<file path="config.mk">
export PLATFORM = sky130hd
export DESIGN_NAME = game_sequencer_flat
export DESIGN_NICKNAME = d
export VERILOG_FILES = /design/src/rtl/game_sequencer_if.sv /design/src/rtl/game_sequencer.sv /design/src/flat_wrapper.sv
export SDC_FILE = /design/constraint.sdc
export NUM_CORES = 1
export LEC_CHECK = 0
export CAP_MARGIN = 10
export CORE_AREA = 2 2 79 81
export CTS_BUF_LIST = sky130_fd_sc_hd__clkbuf_4 sky130_fd_sc_hd__clkbuf_8
export DETAILED_ROUTE_END_ITERATION = 8
export DIE_AREA = 0 0 81 83
export DONT_BUFFER_PORTS = 1
export GPL_TIMING_DRIVEN = 0
export HOLD_SLACK_MARGIN = 0.05
export PLACE_DENSITY = 0.74
export SLEW_MARGIN = 20
export SYNTH_ARGS = -nofsm -noshare
export SYNTH_HDL_FRONTEND = slang
export SYNTH_SLANG_ARGS = --single-unit
export TNS_END_PERCENT = 50
</file>
<file path="constraint.sdc">
create_clock -name clk -period 5 [get_ports clk]
set_input_delay 0.75 -clock clk [delete_from_list [all_inputs] [get_ports clk]]
set_output_delay 0.75 -clock clk [all_outputs]
set_load 0.05 [all_outputs]
</file>
<file path="src/rtl/game_sequencer_if.sv">
// Bundle of the game sequencer's pulse inputs and registered status outputs.
// tick_1hz, start and hit are single-cycle pulses sampled on every rising clk edge.
// There is no back-pressure, so every pulse is either consumed or deliberately ignored.
interface game_sequencer_if #(
    parameter int SCORE_W = 16
);
    logic               tick_1hz;
    logic               start;
    logic               hit;
    logic [1:0]         phase;
    logic [5:0]         seconds_left;
    logic [SCORE_W-1:0] score;
    logic [SCORE_W-1:0] high_score;
    logic               new_high;
    logic               moles_enable;
    logic [31:0]        display_value;

    modport master (
        output tick_1hz, start, hit,
        input  phase, seconds_left, score, high_score, new_high, moles_enable, display_value
    );

    modport slave (
        input  tick_1hz, start, hit,
        output phase, seconds_left, score, high_score, new_high, moles_enable, display_value
    );
endinterface

</file>
<file path="src/rtl/game_sequencer.sv">
// Whack-a-mole phase sequencer: idle, countdown, timed play and game-over.
// It also tracks the round score and the session high score. Every output is a flop.
module game_sequencer #(
    parameter int COUNTDOWN_SEC = 5,
    parameter int GAME_SEC      = 30,
    parameter int SCORE_W       = 16
) (
    input  logic             clk,
    input  logic             reset,
    game_sequencer_if.slave  bus
);
    typedef enum logic [1:0] {
        COUNTDOWN = 2'b00,
        PLAY      = 2'b01,
        OVER      = 2'b10,
        IDLE      = 2'b11
    } state_t;

    localparam logic [SCORE_W-1:0] SCORE_MAX = {SCORE_W{1'b1}};

    state_t             state_q, state_d;
    logic [5:0]         secs_q, secs_d;
    logic [SCORE_W-1:0] score_q, score_d, score_inc;
    logic [SCORE_W-1:0] hi_q, hi_d;
    logic               nh_q, nh_d;
    logic               moles_q, moles_d;
    logic [31:0]        disp_q, disp_d;

    always_ff @(posedge clk) begin
        if (reset) begin
            state_q <= IDLE;
            secs_q  <= '0;
            score_q <= '0;
            hi_q    <= '0;
            nh_q    <= 1'b0;
            moles_q <= 1'b0;
            disp_q  <= '0;
        end else begin
            state_q <= state_d;
            secs_q  <= secs_d;
            score_q <= score_d;
            hi_q    <= hi_d;
            nh_q    <= nh_d;
            moles_q <= moles_d;
            disp_q  <= disp_d;
        end
    end

    always_comb begin
        state_d   = state_q;
        secs_d    = secs_q;
        score_d   = score_q;
        hi_d      = hi_q;
        nh_d      = nh_q;
        score_inc = (bus.hit && score_q != SCORE_MAX) ? score_q + 1'b1 : score_q;

        unique case (state_q)
            IDLE, OVER: begin
                // A start in the same cycle as a tick wins; the tick is simply dropped.
                if (bus.start) begin
                    state_d = COUNTDOWN;
                    secs_d  = 6'(COUNTDOWN_SEC);
                    score_d = '0;
                    nh_d    = 1'b0;
                end
            end
            COUNTDOWN: begin
                if (bus.tick_1hz) begin
                    if (secs_q == 6'd1) begin
                        state_d = PLAY;
                        secs_d  = 6'(GAME_SEC);
                    end else begin
                        secs_d = secs_q - 6'd1;
                    end
                end
            end
            PLAY: begin
                score_d = score_inc;
                if (bus.tick_1hz) begin
                    if (secs_q == 6'd1) begin
                        state_d = OVER;
                        secs_d  = 6'd0;
                        // Compare the post-hit score so a last-instant hit can set the record.
                        if (score_inc > hi_q) begin
                            hi_d = score_inc;
                            nh_d = 1'b1;
                        end
                    end else begin
                        secs_d = secs_q - 6'd1;
                    end
                end
            end
            default: state_d = IDLE;
        endcase

        moles_d = (state_d == PLAY);
        disp_d  = '0;
        unique case (state_d)
            COUNTDOWN:  disp_d[5:0]         = secs_d;
            PLAY, OVER: disp_d[SCORE_W-1:0] = score_d;
            default:    disp_d[SCORE_W-1:0] = hi_d;
        endcase
    end

    assign bus.phase         = state_q;
    assign bus.seconds_left  = secs_q;
    assign bus.score         = score_q;
    assign bus.high_score    = hi_q;
    assign bus.new_high      = nh_q;
    assign bus.moles_enable  = moles_q;
    assign bus.display_value = disp_q;
endmodule

</file>
<file path="src/flat_wrapper.sv">
// flat-port wrapper written by rule: the top's interface ports become plain ports
module game_sequencer_flat 
#(
    parameter int COUNTDOWN_SEC = 5,
    parameter int GAME_SEC      = 30,
    parameter int SCORE_W       = 16
)
  (clk, reset, bus_tick_1hz, bus_start, bus_hit, bus_phase, bus_seconds_left, bus_score, bus_high_score, bus_new_high, bus_moles_enable, bus_display_value);
  game_sequencer_if #(.SCORE_W(SCORE_W)) bus_i ();
  input  logic clk;
  input  logic reset;
  input wire logic [$bits(bus_i.tick_1hz)-1:0] bus_tick_1hz;
  input wire logic [$bits(bus_i.start)-1:0] bus_start;
  input wire logic [$bits(bus_i.hit)-1:0] bus_hit;
  output wire logic [$bits(bus_i.phase)-1:0] bus_phase;
  output wire logic [$bits(bus_i.seconds_left)-1:0] bus_seconds_left;
  output wire logic [$bits(bus_i.score)-1:0] bus_score;
  output wire logic [$bits(bus_i.high_score)-1:0] bus_high_score;
  output wire logic [$bits(bus_i.new_high)-1:0] bus_new_high;
  output wire logic [$bits(bus_i.moles_enable)-1:0] bus_moles_enable;
  output wire logic [$bits(bus_i.display_value)-1:0] bus_display_value;
  assign bus_i.tick_1hz = bus_tick_1hz;
  assign bus_i.start = bus_start;
  assign bus_i.hit = bus_hit;
  assign bus_phase = bus_i.phase;
  assign bus_seconds_left = bus_i.seconds_left;
  assign bus_score = bus_i.score;
  assign bus_high_score = bus_i.high_score;
  assign bus_new_high = bus_i.new_high;
  assign bus_moles_enable = bus_i.moles_enable;
  assign bus_display_value = bus_i.display_value;
  game_sequencer #(.COUNTDOWN_SEC(COUNTDOWN_SEC), .GAME_SEC(GAME_SEC), .SCORE_W(SCORE_W)) u_core (.clk(clk), .reset(reset), .bus(bus_i));
endmodule
</file>
==> results of run 1 <==
[cell type report]
class	count	area, um^2
Sequential cell	58	1160
Buffer	36	220
Fill cell	521	2000
Clock buffer	11	145
Clock inverter	5	125
Inverter	24	90.1
Tap cell	75	93.8
Multi-Input combinational cell	304	1980
[flip-flops by register name, summed over array words and instances, names as in the netlist]
name / cells
u_core.bus.score: 16
u_core.bus.new_high: 1
u_core.bus.moles_enable: 1
u_core.bus.seconds_left: 6
u_core.bus.phase: 2
u_core.bus.high_score: 16
u_core.bus.display_value: 16
[cells in the mapped netlist, drive strengths merged, types with 5 or more instances]
cell	instances
nand2	37
ha	22
nand2b	10
nand3	13
o31ai	6
xnor2	9
inv	24
o21ai	20
mux2	5
a21o	5
nor2b	8
nor2	36
a31oi	7
dfxtp	58
and2	5
a21oi	17
o211ai	5
clkbuf	12
and3	5
buf	24
mux2i	15
nor3	9
nand4	13
[critical path, cell delays in order, from the launching register on]
cell,delay (ns)
sky130_fd_sc_hd__dfxtp_1,0.64
sky130_fd_sc_hd__buf_2,0.30
sky130_fd_sc_hd__nand4_1,0.16
sky130_fd_sc_hd__or4_4,0.53
sky130_fd_sc_hd__buf_6,0.15
sky130_fd_sc_hd__nand2_1,0.09
sky130_fd_sc_hd__mux2_2,0.36
sky130_fd_sc_hd__ha_1,0.29
sky130_fd_sc_hd__nor2b_1,0.13
sky130_fd_sc_hd__o211ai_1,0.20
sky130_fd_sc_hd__a2111oi_0,0.14
sky130_fd_sc_hd__or4b_1,0.61
sky130_fd_sc_hd__nand2_1,0.12
sky130_fd_sc_hd__buf_4,0.23
sky130_fd_sc_hd__mux2i_1,0.34
sky130_fd_sc_hd__o211ai_1,0.15
[cells by family after synthesis]
family / Yosys count / synth area share
and+or+nand+nor: 150 / 0.231
AOI/OAI and AO/OA: 85 / 0.164
other: 1 / 0.00110
DFF: 58 / 0.342
xor gates and xnor gates: 11 / 0.0284
adders and majority gates: 22 / 0.0811
muxes: 20 / 0.0608
buffers and inverters: 60 / 0.0914
[metal layers]
layer / track usage / wire [um] / vias up
met3: 0.0793 / 645 / 27
met4: 0.129 / 304 / 0
met1: 0.329 / 3530 / 1357
met5: 0 / 0 / -
li1: - / - / 1463
met2: 0.388 / 3910 / 120
[final timing paths]
kind | start | end | cells after the start
min reg2reg | u_core.bus.new_high$_SDFFE_PP0P_ | u_core.bus.new_high$_SDFFE_PP0P_ | 2
max | u_core.bus.score[8]$_SDFF_PP0_ | u_core.bus.display_value[4]$_SDFF_PP0_ | 15
max reg2reg | u_core.bus.score[8]$_SDFF_PP0_ | u_core.bus.display_value[4]$_SDFF_PP0_ | 15
min | reset | u_core.bus.seconds_left[2]$_SDFF_PP0_ | 3
[where the power goes]
part	switching (uW)	internal, uW
sequential	42.6	471
combinational	98.2	44.8
clock	188	400
[what timing repair did]
action | CTS | global route
hold endpoints to repair | 0 | 0
endpoints found under the setup margin | 0 | 1
hold buffers | 0 | 0
gates resized for setup | 0 | 2
[through the flow]
step                      power, uW  utilization
after detailed placement        663        0.610
after global routing           1290        0.657
final                          1250        0.657
after floorplan                 634            -
after CTS                      1250        0.656
after global placement          661        0.610
==> metrics.cfg, run 1 <==
[logic_synthesis]
synth-edff-count = 0
synth_ff_type = sky130_fd_sc_hd__dfxtp_1
netlist_top_cells_area = sky130_fd_sc_hd__dfxtp_1 (34%), sky130_fd_sc_hd__ha_1 (8.1%), sky130_fd_sc_hd__mux2i_1 (4.4%)
synthCells = 407
netlist_area_um2 = 3400
synth_sequential_area_ratio = 0.342
synth_top_area_cell = sky130_fd_sc_hd__dfxtp_1
ys_seq_elements = 58
avg_inst_size_synth_um2 = 8.34
ys_async_sr_fraction = 0
yosysWarnings = 0
synthDominantCellAreaShare = 0.342
synth.lib_cells_used.distinct = 59

[routing]
remaining_drc_errors = 0
avgRoutedWirePerCell_um = 16.4
wl_final_um = 8390
dr_total_vias = 2967
initial_drt_pass_iterations = 4
route.detailed.vias_per_inst = 5.78
residual_antenna_violating_net_count_after_detailed_routing = 0
drt_iter0_markers = 163

[sta]
grt_setup_unrepaired = false
finalSetupTns_ns = 0
relSlewSlack = 0.229
clock_skew_ns = 0.0110
post-route-worst-setup-slack_ns = 0.418
hold_violations = 0
finalMaxSlewViolations = 0
final.min_clock_period_ns = 4.58
max_clock_freq_mhz = 218
worst_pin_slew_ns = 1.15
fin_hold_ws_ns = 0.653
setup_viol_count_final = 0
final_critical_path_share_of_the_clock_period = 0.916

[cells_and_area]
antenna_cells_inserted = 0
layout.cells.most_common_list = sky130_fd_sc_hd__dfxtp_1 (56), sky130_fd_sc_hd__nand2_1 (37), sky130_fd_sc_hd__nor2_1 (36)
design_area_um2 = 3820
area_growth_syn_to_layout_pct = 12.5
final_cells = 513
post_route_cells_drive_above_1_share = 0.144
layout.cells.most_common = sky130_fd_sc_hd__dfxtp_1
layout_net_count = 460

[placed_design]
detailedPlace.worstSlack_ns = 0.274
gp_congestion = 0.865
post_dp_cell_area_um2 = 3550
dp_cells = 497
place_hpwl_um = 6150
placement.io_buffers = 0

[floorplan]
placement_rows = 28
boundaryPins = 79
die_height_um = 83
starting_density_of_the_core = 0.584
dieArea_um2 = 6720
die_w_um = 81
core_area_um2 = 5820

[clocking]
clock_path_buffers = 2
ctsRootBufferMaster = sky130_fd_sc_hd__clkbuf_8
cts-htree-levels = 3
clk_transition_reported_paths_ns = 0.06
clkSinkCount = 58
clock_insertion_delay_worst_skew_ns = 0.35
total_cts_buffers = 9
cts_tree = done
count_of_buffers_added_by_post_cts_timing_repair_for_setup = 0

[setup_path]
worst-setup-path-type = reg2reg
critical_path_arrival_ns = 4.78
ff2ff_setup_slack_ns = 0.42
cp_capture_type = register
critPathRequiredTime_ns = 5.20
critPathMaxFanout = 10
crit_path_start_kind = register

[pwr]
vdd_ir_drop_max_mv = 0.212
power_per_cell_area_nw_per_um2 = 326
total_leakage_power_uw = 0.00166

[worst_hold_path]
hold_path_class = in2reg

[global_route]
via_count_of_the_first_global_routing_pass = 2746
global_route_wire_length_before_repair_um = 13200
all_layer_gr_usage = 0.258
grt_antenna_before_repair = 0
total_congestion_overflow = 0
grt_max_degree = 11

[flow_run]
max_cap_viol_count = 0

[run_status]
result_of_the_run = completed

No activity file was read; power rests on OpenSTA's default activity.
==> inputs of run 2 (changes only) <==
--- a/config.mk
+++ b/config.mk
@@ -11,7 +11,6 @@
 export DETAILED_ROUTE_END_ITERATION = 8
 export DIE_AREA = 0 0 81 83
 export DONT_BUFFER_PORTS = 1
-export GPL_TIMING_DRIVEN = 0
 export HOLD_SLACK_MARGIN = 0.05
 export PLACE_DENSITY = 0.74
 export SLEW_MARGIN = 20
==> constraint.sdc (replaced) <==
create_clock -name clk -period 5 [get_ports clk]
set_input_delay 1 -clock clk [delete_from_list [all_inputs] [get_ports clk]]
set_output_delay 1 -clock clk [all_outputs]
set_load 0.05 [all_outputs]
==> metrics.cfg, run 2 (synthesized netlist as in run 1, its figures left out) <==
[floorplan]
core_area_um2 = 5820  ; unchanged
placement_rows = 28  ; unchanged
die_height_um = 83  ; unchanged
dieArea_um2 = 6720  ; unchanged
starting_density_of_the_core = 0.584  ; unchanged
boundaryPins = 79  ; unchanged
die_w_um = 81  ; unchanged

[placed_design]
placement.io_buffers = 0  ; unchanged
gp_congestion = 0.935  ; was 0.865
detailedPlace.worstSlack_ns = 0.309  ; was 0.274 ns
dp_cells = 478  ; was 497
place_hpwl_um = 6340  ; was 6150 um

[pwr]
power_frac_seq = 0.454  ; was 0.413
power.switching_uw = 325  ; was 329 uW
internal_power_uw = 804  ; was 916 uW
total_leakage_power_uw = 0.00158  ; was 0.00166 uW
vdd_ir_drop_max_mv = 0.231  ; was 0.212 mV
portion_of_total_power_attributed_to_combinational_logic = 0.113  ; was 0.115
p_clk_frac = 0.433  ; was 0.472
post-layout-total-power_uw = 1130  ; was 1250 uW
power_per_cell_area_nw_per_um2 = 307  ; was 326 nW/um^2
p_sw_frac = 0.288  ; was 0.264

[routing]
remaining_drc_errors = 0  ; unchanged
residual_antenna_violating_net_count_after_detailed_routing = 0  ; unchanged
wl_final_um = 8760  ; was 8390 um
route.detailed.vias_per_inst = 6.08  ; was 5.78
initial_drt_pass_iterations = 5  ; was 4
avgRoutedWirePerCell_um = 17.7  ; was 16.4 um
drt_iter0_markers = 230  ; was 163
dr_total_vias = 3003  ; was 2,967

[clocking]
cts-htree-levels = 3  ; unchanged
ctsRootBufferMaster = sky130_fd_sc_hd__clkbuf_8  ; unchanged
total_cts_buffers = 9  ; unchanged
count_of_buffers_added_by_post_cts_timing_repair_for_setup = 0  ; unchanged
holdBufCountCts = 0  ; unchanged
clock_insertion_delay_worst_skew_ns = 0.35  ; about the same
clk_transition_reported_paths_ns = 0.07  ; was 0.06 ns
cts_tree = done  ; unchanged
clkSinkCount = 58  ; unchanged
clock_path_buffers = 2  ; unchanged
ctsResizeCount = 0  ; unchanged

[sta]
relSlewSlack = 0.427  ; was 0.229
setup_viol_count_final = 0  ; unchanged
grt_setup_unrepaired = false  ; unchanged
clock_skew_ns = 0.00921  ; was 0.0110 ns
worst_pin_slew_ns = 0.857  ; was 1.15 ns
finalSetupTns_ns = 0  ; unchanged
fin_hold_ws_ns = 0.632  ; was 0.653 ns
finalMaxSlewViolations = 0  ; unchanged
final_critical_path_share_of_the_clock_period = 0.928  ; was 0.916
max_clock_freq_mhz = 215  ; was 218 MHz
post-route-worst-setup-slack_ns = 0.358  ; was 0.418 ns
hold_violations = 0  ; unchanged
final.min_clock_period_ns = 4.64  ; was 4.58 ns

[worst_hold_path]
hold_path_depth = 2  ; was 3
hold_path_class = reg2reg  ; was in2reg

[cells_and_area]
layout.cells.most_common_list = sky130_fd_sc_hd__dfxtp_1 (58), sky130_fd_sc_hd__nand2_1 (37), sky130_fd_sc_hd__nor2_1 (36)  ; was sky130_fd_sc_hd__dfxtp_1 (56), sky130_fd_sc_hd__nand2_1 (37), sky130_fd_sc_hd__nor2_1 (36)
final_cells = 494  ; was 513
area_growth_syn_to_layout_pct = 8.40  ; was 12.5%
layout_net_count = 441  ; was 460
nFillCells = 511  ; was 521
layout.cells.most_common = sky130_fd_sc_hd__dfxtp_1  ; unchanged
antenna_cells_inserted = 0  ; unchanged
post_route_cells_drive_above_1_share = 0.129  ; was 0.144

[global_route]
gr-usage-met1 = 0.366  ; was 0.329
all_layer_gr_usage = 0.272  ; was 0.258
met2_usage = 0.414  ; was 0.388
via_count_of_the_first_global_routing_pass = 2783  ; was 2,746
gr-max-usage-layer = met2  ; unchanged
grt_antenna_before_repair = 0  ; unchanged
grtUsageMet3 = 0.0674  ; was 0.0793
total_congestion_overflow = 0  ; unchanged
grt_max_degree = 44  ; was 11
global_route_wire_length_before_repair_um = 14200  ; was 13,200 um

[setup_path]
crit_path_cell_trace = buf_4 > nand4_1 > nor3_1 > and2_2 > nand2_1 > xnor2_1 > ha_1 > a21o_1 > nand3_1 > a21oi_1 > or4b_1 > nand2_1 > buf_4 > mux2i_1 > o21ai_0  ; was buf_2 > nand4_1 > or4_4 > buf_6 > nand2_1 > mux2_2 > ha_1 > nor2b_1 > o211ai_1 > a2111oi_0 > or4b_1 > nand2_1 > buf_4 > mux2i_1 > o211ai_1
crit_path_start_kind = register  ; unchanged
worst-setup-path-type = reg2reg  ; unchanged
r2r.worst_path.cells = 15  ; unchanged
worst_path_largest_cell_delay_ns = 0.60  ; was 0.64 ns
slowest_stage = sky130_fd_sc_hd__nor3_1  ; was sky130_fd_sc_hd__dfxtp_1
cp_capture_type = register  ; unchanged
timing.critical_path.buf_inv = 2  ; was 3
timing.critical_path.depth = 15  ; unchanged
critPathRequiredTime_ns = 5.20  ; about the same
critical-path-top-delay-family = simple AND/OR/NAND/NOR gates  ; unchanged
critical_path_arrival_ns = 4.84  ; was 4.78 ns
ff2ff_setup_slack_ns = 0.36  ; was 0.42 ns
critPathMaxFanout = 14  ; was 10

[run_status]
result_of_the_run = completed  ; unchanged

[flow_run]
max_cap_viol_count = 0  ; unchanged

[run 2: path summary, 6_finish.rpt]
path | startpoint | end
worst max-delay path | u_core.bus.score[3]$_SDFF_PP0_ | u_core.bus.display_value[6]$_SDFF_PP0_
worst min-delay path | u_core.bus.score[7]$_SDFF_PP0_ | u_core.bus.score[7]$_SDFF_PP0_
worst max register to register | u_core.bus.score[3]$_SDFF_PP0_ | u_core.bus.display_value[6]$_SDFF_PP0_
worst min register to register | u_core.bus.score[7]$_SDFF_PP0_ | u_core.bus.score[7]$_SDFF_PP0_
[run 2: area by class of cell]
class | count | area, um^2 | area share
multi-input combinational | 304 | 1990 | 0.539
sequential | 58 | 1160 | 0.315
timing repair buffer | 17 | 128 | 0.0347
clock buffer | 11 | 145 | 0.0394
inverter | 24 | 90.1 | 0.0245
tap | 75 | 93.8 | 0.0255
clock inverter | 5 | 77.6 | 0.0211
[run 2: worst reg2reg max path, cell delays in order (launching register included)]
cell and delay [ns]:
sky130_fd_sc_hd__dfxtp_1 0.46, sky130_fd_sc_hd__buf_4 0.27, sky130_fd_sc_hd__nand4_1 0.14, sky130_fd_sc_hd__nor3_1 0.60
sky130_fd_sc_hd__and2_2 0.28, sky130_fd_sc_hd__nand2_1 0.08, sky130_fd_sc_hd__xnor2_1 0.22, sky130_fd_sc_hd__ha_1 0.29
sky130_fd_sc_hd__a21o_1 0.18, sky130_fd_sc_hd__nand3_1 0.08, sky130_fd_sc_hd__a21oi_1 0.06, sky130_fd_sc_hd__or4b_1 0.59
sky130_fd_sc_hd__nand2_1 0.56, sky130_fd_sc_hd__buf_4 0.31, sky130_fd_sc_hd__mux2i_1 0.25, sky130_fd_sc_hd__o21ai_0 0.12
[run 2: routing by layer]
metal / part of all wire / wire (um) / vias to the layer above
met5: 0 / 0 / -
met4: 0.022 / 191 / 0
met3: 0.084 / 738 / 16
met2: 0.48 / 4210 / 139
met1: 0.41 / 3620 / 1419
li1: - / - / 1429
[run 2: power groups by stage]
stage	clock (uW)	sequential (uW)	combinational [uW]
after floorplan	0	521	113
final	489	512	128
after global placement	0	522	123
after global routing	514	514	139
after CTS	492	512	125
after detailed placement	0	522	124
[run 2: metrics by stage]
| stage | utilization | area, um^2 |
|---|---|---|
| after floorplan | - | 3450 |
| after global placement | 0.594 | 3450 |
| after detailed placement | 0.594 | 3450 |
| after CTS | 0.632 | 3680 |
| after global routing | 0.633 | 3680 |
| final | 0.633 | 3680 |
==> inputs of run 3 (changes only) <==
--- a/config.mk
+++ b/config.mk
@@ -12,7 +12,7 @@
 export DIE_AREA = 0 0 81 83
 export DONT_BUFFER_PORTS = 1
 export HOLD_SLACK_MARGIN = 0.05
-export PLACE_DENSITY = 0.74
+export PLACE_DENSITY = 0.79
 export SLEW_MARGIN = 20
 export SYNTH_ARGS = -nofsm -noshare
 export SYNTH_HDL_FRONTEND = slang
==> metrics.cfg, run 3 (synthesized netlist as in run 1, its figures left out) <==
[sta]
clock_skew_ns = 0.0102  ; was 0.00921 ns
finalSetupTns_ns = 0  ; unchanged
setup_viol_count_final = 0  ; unchanged
hold_violations = 0  ; unchanged
final.min_clock_period_ns = 4.62  ; was 4.64 ns
max_clock_freq_mhz = 217  ; was 215 MHz
grt_setup_unrepaired = false  ; unchanged
finalMaxSlewViolations = 0  ; unchanged
final_critical_path_share_of_the_clock_period = 0.923  ; was 0.928
relSlewSlack = 0.252  ; was 0.427
worst_pin_slew_ns = 1.11  ; was 0.857 ns

[clocking]
cts_tree = done  ; unchanged
ctsRootBufferMaster = sky130_fd_sc_hd__clkbuf_8  ; unchanged
cts-htree-levels = 3  ; unchanged
holdBufCountCts = 0  ; unchanged
total_cts_buffers = 9  ; unchanged
clock_path_buffers = 2  ; unchanged
count_of_buffers_added_by_post_cts_timing_repair_for_setup = 0  ; unchanged
clkSinkCount = 58  ; unchanged
ctsResizeCount = 0  ; unchanged
clock_insertion_delay_worst_skew_ns = 0.35  ; about the same
clk_transition_reported_paths_ns = 0.06  ; was 0.07 ns

[pwr]
total_leakage_power_uw = 0.00156  ; was 0.00158 uW
vdd_ir_drop_max_mv = 0.187  ; was 0.231 mV
power_per_cell_area_nw_per_um2 = 283  ; was 307 nW/um^2
post-layout-total-power_uw = 1020  ; was 1130 uW

[floorplan]
placement_rows = 28  ; unchanged
starting_density_of_the_core = 0.584  ; unchanged
boundaryPins = 79  ; unchanged
die_w_um = 81  ; unchanged
core_area_um2 = 5820  ; unchanged
dieArea_um2 = 6720  ; unchanged
die_height_um = 83  ; unchanged

[global_route]
all_layer_gr_usage = 0.268  ; was 0.272
grt_max_degree = 44  ; unchanged
via_count_of_the_first_global_routing_pass = 2804  ; was 2,783
grt_antenna_before_repair = 0  ; unchanged
total_congestion_overflow = 0  ; unchanged
global_route_wire_length_before_repair_um = 13900  ; was 14,200 um

[worst_hold_path]
hold_path_class = reg2reg  ; unchanged

[cells_and_area]
area_growth_syn_to_layout_pct = 6.82  ; was 8.40%
antenna_cells_inserted = 0  ; unchanged
post_route_cells_drive_above_1_share = 0.124  ; was 0.129
layout.cells.most_common_list = sky130_fd_sc_hd__dfxtp_1 (58), sky130_fd_sc_hd__nand2_1 (37), sky130_fd_sc_hd__nor2_1 (36)  ; unchanged
layout.cells.most_common = sky130_fd_sc_hd__dfxtp_1  ; unchanged
layout_net_count = 441  ; unchanged

[routing]
residual_antenna_violating_net_count_after_detailed_routing = 0  ; unchanged
avgRoutedWirePerCell_um = 17.6  ; was 17.7 um
wl_final_um = 8660  ; was 8760 um
initial_drt_pass_iterations = 5  ; unchanged
remaining_drc_errors = 0  ; unchanged
drt_iter0_markers = 177  ; was 230
route.detailed.vias_per_inst = 6.12  ; was 6.08
dr_total_vias = 3015  ; was 3,003

[setup_path]
crit_path_start_kind = register  ; unchanged
critPathRequiredTime_ns = 5.19  ; was 5.20 ns
worst-setup-path-type = reg2reg  ; unchanged
critical_path_arrival_ns = 4.81  ; was 4.84 ns
cp_capture_type = register  ; unchanged
critPathMaxFanout = 14  ; unchanged

[placed_design]
placement.io_buffers = 0  ; unchanged
gp_congestion = 0.887  ; was 0.935
place_hpwl_um = 6320  ; was 6340 um

[flow_run]
max_cap_viol_count = 0  ; unchanged

[run_status]
result_of_the_run = completed  ; unchanged

run 3: worst paths after layout:
kind,from,depth (start not counted),to,slack [ns]
max,u_core.bus.score[8]$_SDFF_PP0_,13,u_core.bus.display_value[11]$_SDFF_PP0_,0.38
min,u_core.bus.score[7]$_SDFF_PP0_,2,u_core.bus.score[7]$_SDFF_PP0_,0.61
max reg2reg,u_core.bus.score[8]$_SDFF_PP0_,13,u_core.bus.display_value[11]$_SDFF_PP0_,0.38
min reg2reg,u_core.bus.score[7]$_SDFF_PP0_,2,u_core.bus.score[7]$_SDFF_PP0_,0.61
run 3: area by class of cell:
| cell class | instances | area [um^2] |
|---|---|---|
| Clock buffer | 12 | 159 |
| Clock inverter | 3 | 15.0 |
| Fill cell | 523 | 2190 |
| Inverter | 24 | 90.1 |
| Multi-Input combinational cell | 304 | 1980 |
| Sequential cell | 58 | 1160 |
| Tap cell | 75 | 93.8 |
| Timing Repair Buffer | 17 | 128 |
run 3: per-stage QoR:
stage | hold slack (ns) | area [um^2] | std cells | util | setup WS [ns]
CTS | 0.613 | 3630 | 493 | 0.624 | 0.417
floorplan | 0.675 | 3450 | 422 | - | 0.802
global placement | 0.607 | 3450 | 478 | 0.594 | 0.521
detailed placement | 0.604 | 3450 | 478 | 0.594 | 0.332
finish | 0.614 | 3630 | 493 | 0.624 | 0.385
global route | 0.691 | 3630 | 493 | 0.624 | 0.177
run 3: worst max-delay path, stage by stage (launching register included):
cell                        delay (ns)
sky130_fd_sc_hd__dfxtp_1          0.58
sky130_fd_sc_hd__nand4_1          0.23
sky130_fd_sc_hd__or4_4            0.59
sky130_fd_sc_hd__nand2_1          0.13
sky130_fd_sc_hd__mux2_2           0.35
sky130_fd_sc_hd__ha_1             0.29
sky130_fd_sc_hd__nor2b_1          0.14
sky130_fd_sc_hd__o211ai_1         0.24
sky130_fd_sc_hd__a2111oi_0        0.14
sky130_fd_sc_hd__or4b_1           0.56
sky130_fd_sc_hd__nand2_1          0.56
sky130_fd_sc_hd__buf_4            0.30
sky130_fd_sc_hd__mux2i_1          0.24
sky130_fd_sc_hd__o21ai_0          0.11
run 3: per-layer routing:
metal  vias up  wire length [um]  global-route usage
met5         -                 0                   0
met4         0               291               0.134
met3        23               764              0.0685
met2       156              4030               0.410
met1      1417              3580               0.344
li1       1419                 -                   -
run 3: power by group:
| group | internal [uW] | switching [uW] |
|---|---|---|
| clock | 207 | 179 |
| sequential | 472 | 41.3 |
| combinational | 35.1 | 91.5 |
| total | 713 | 312 |
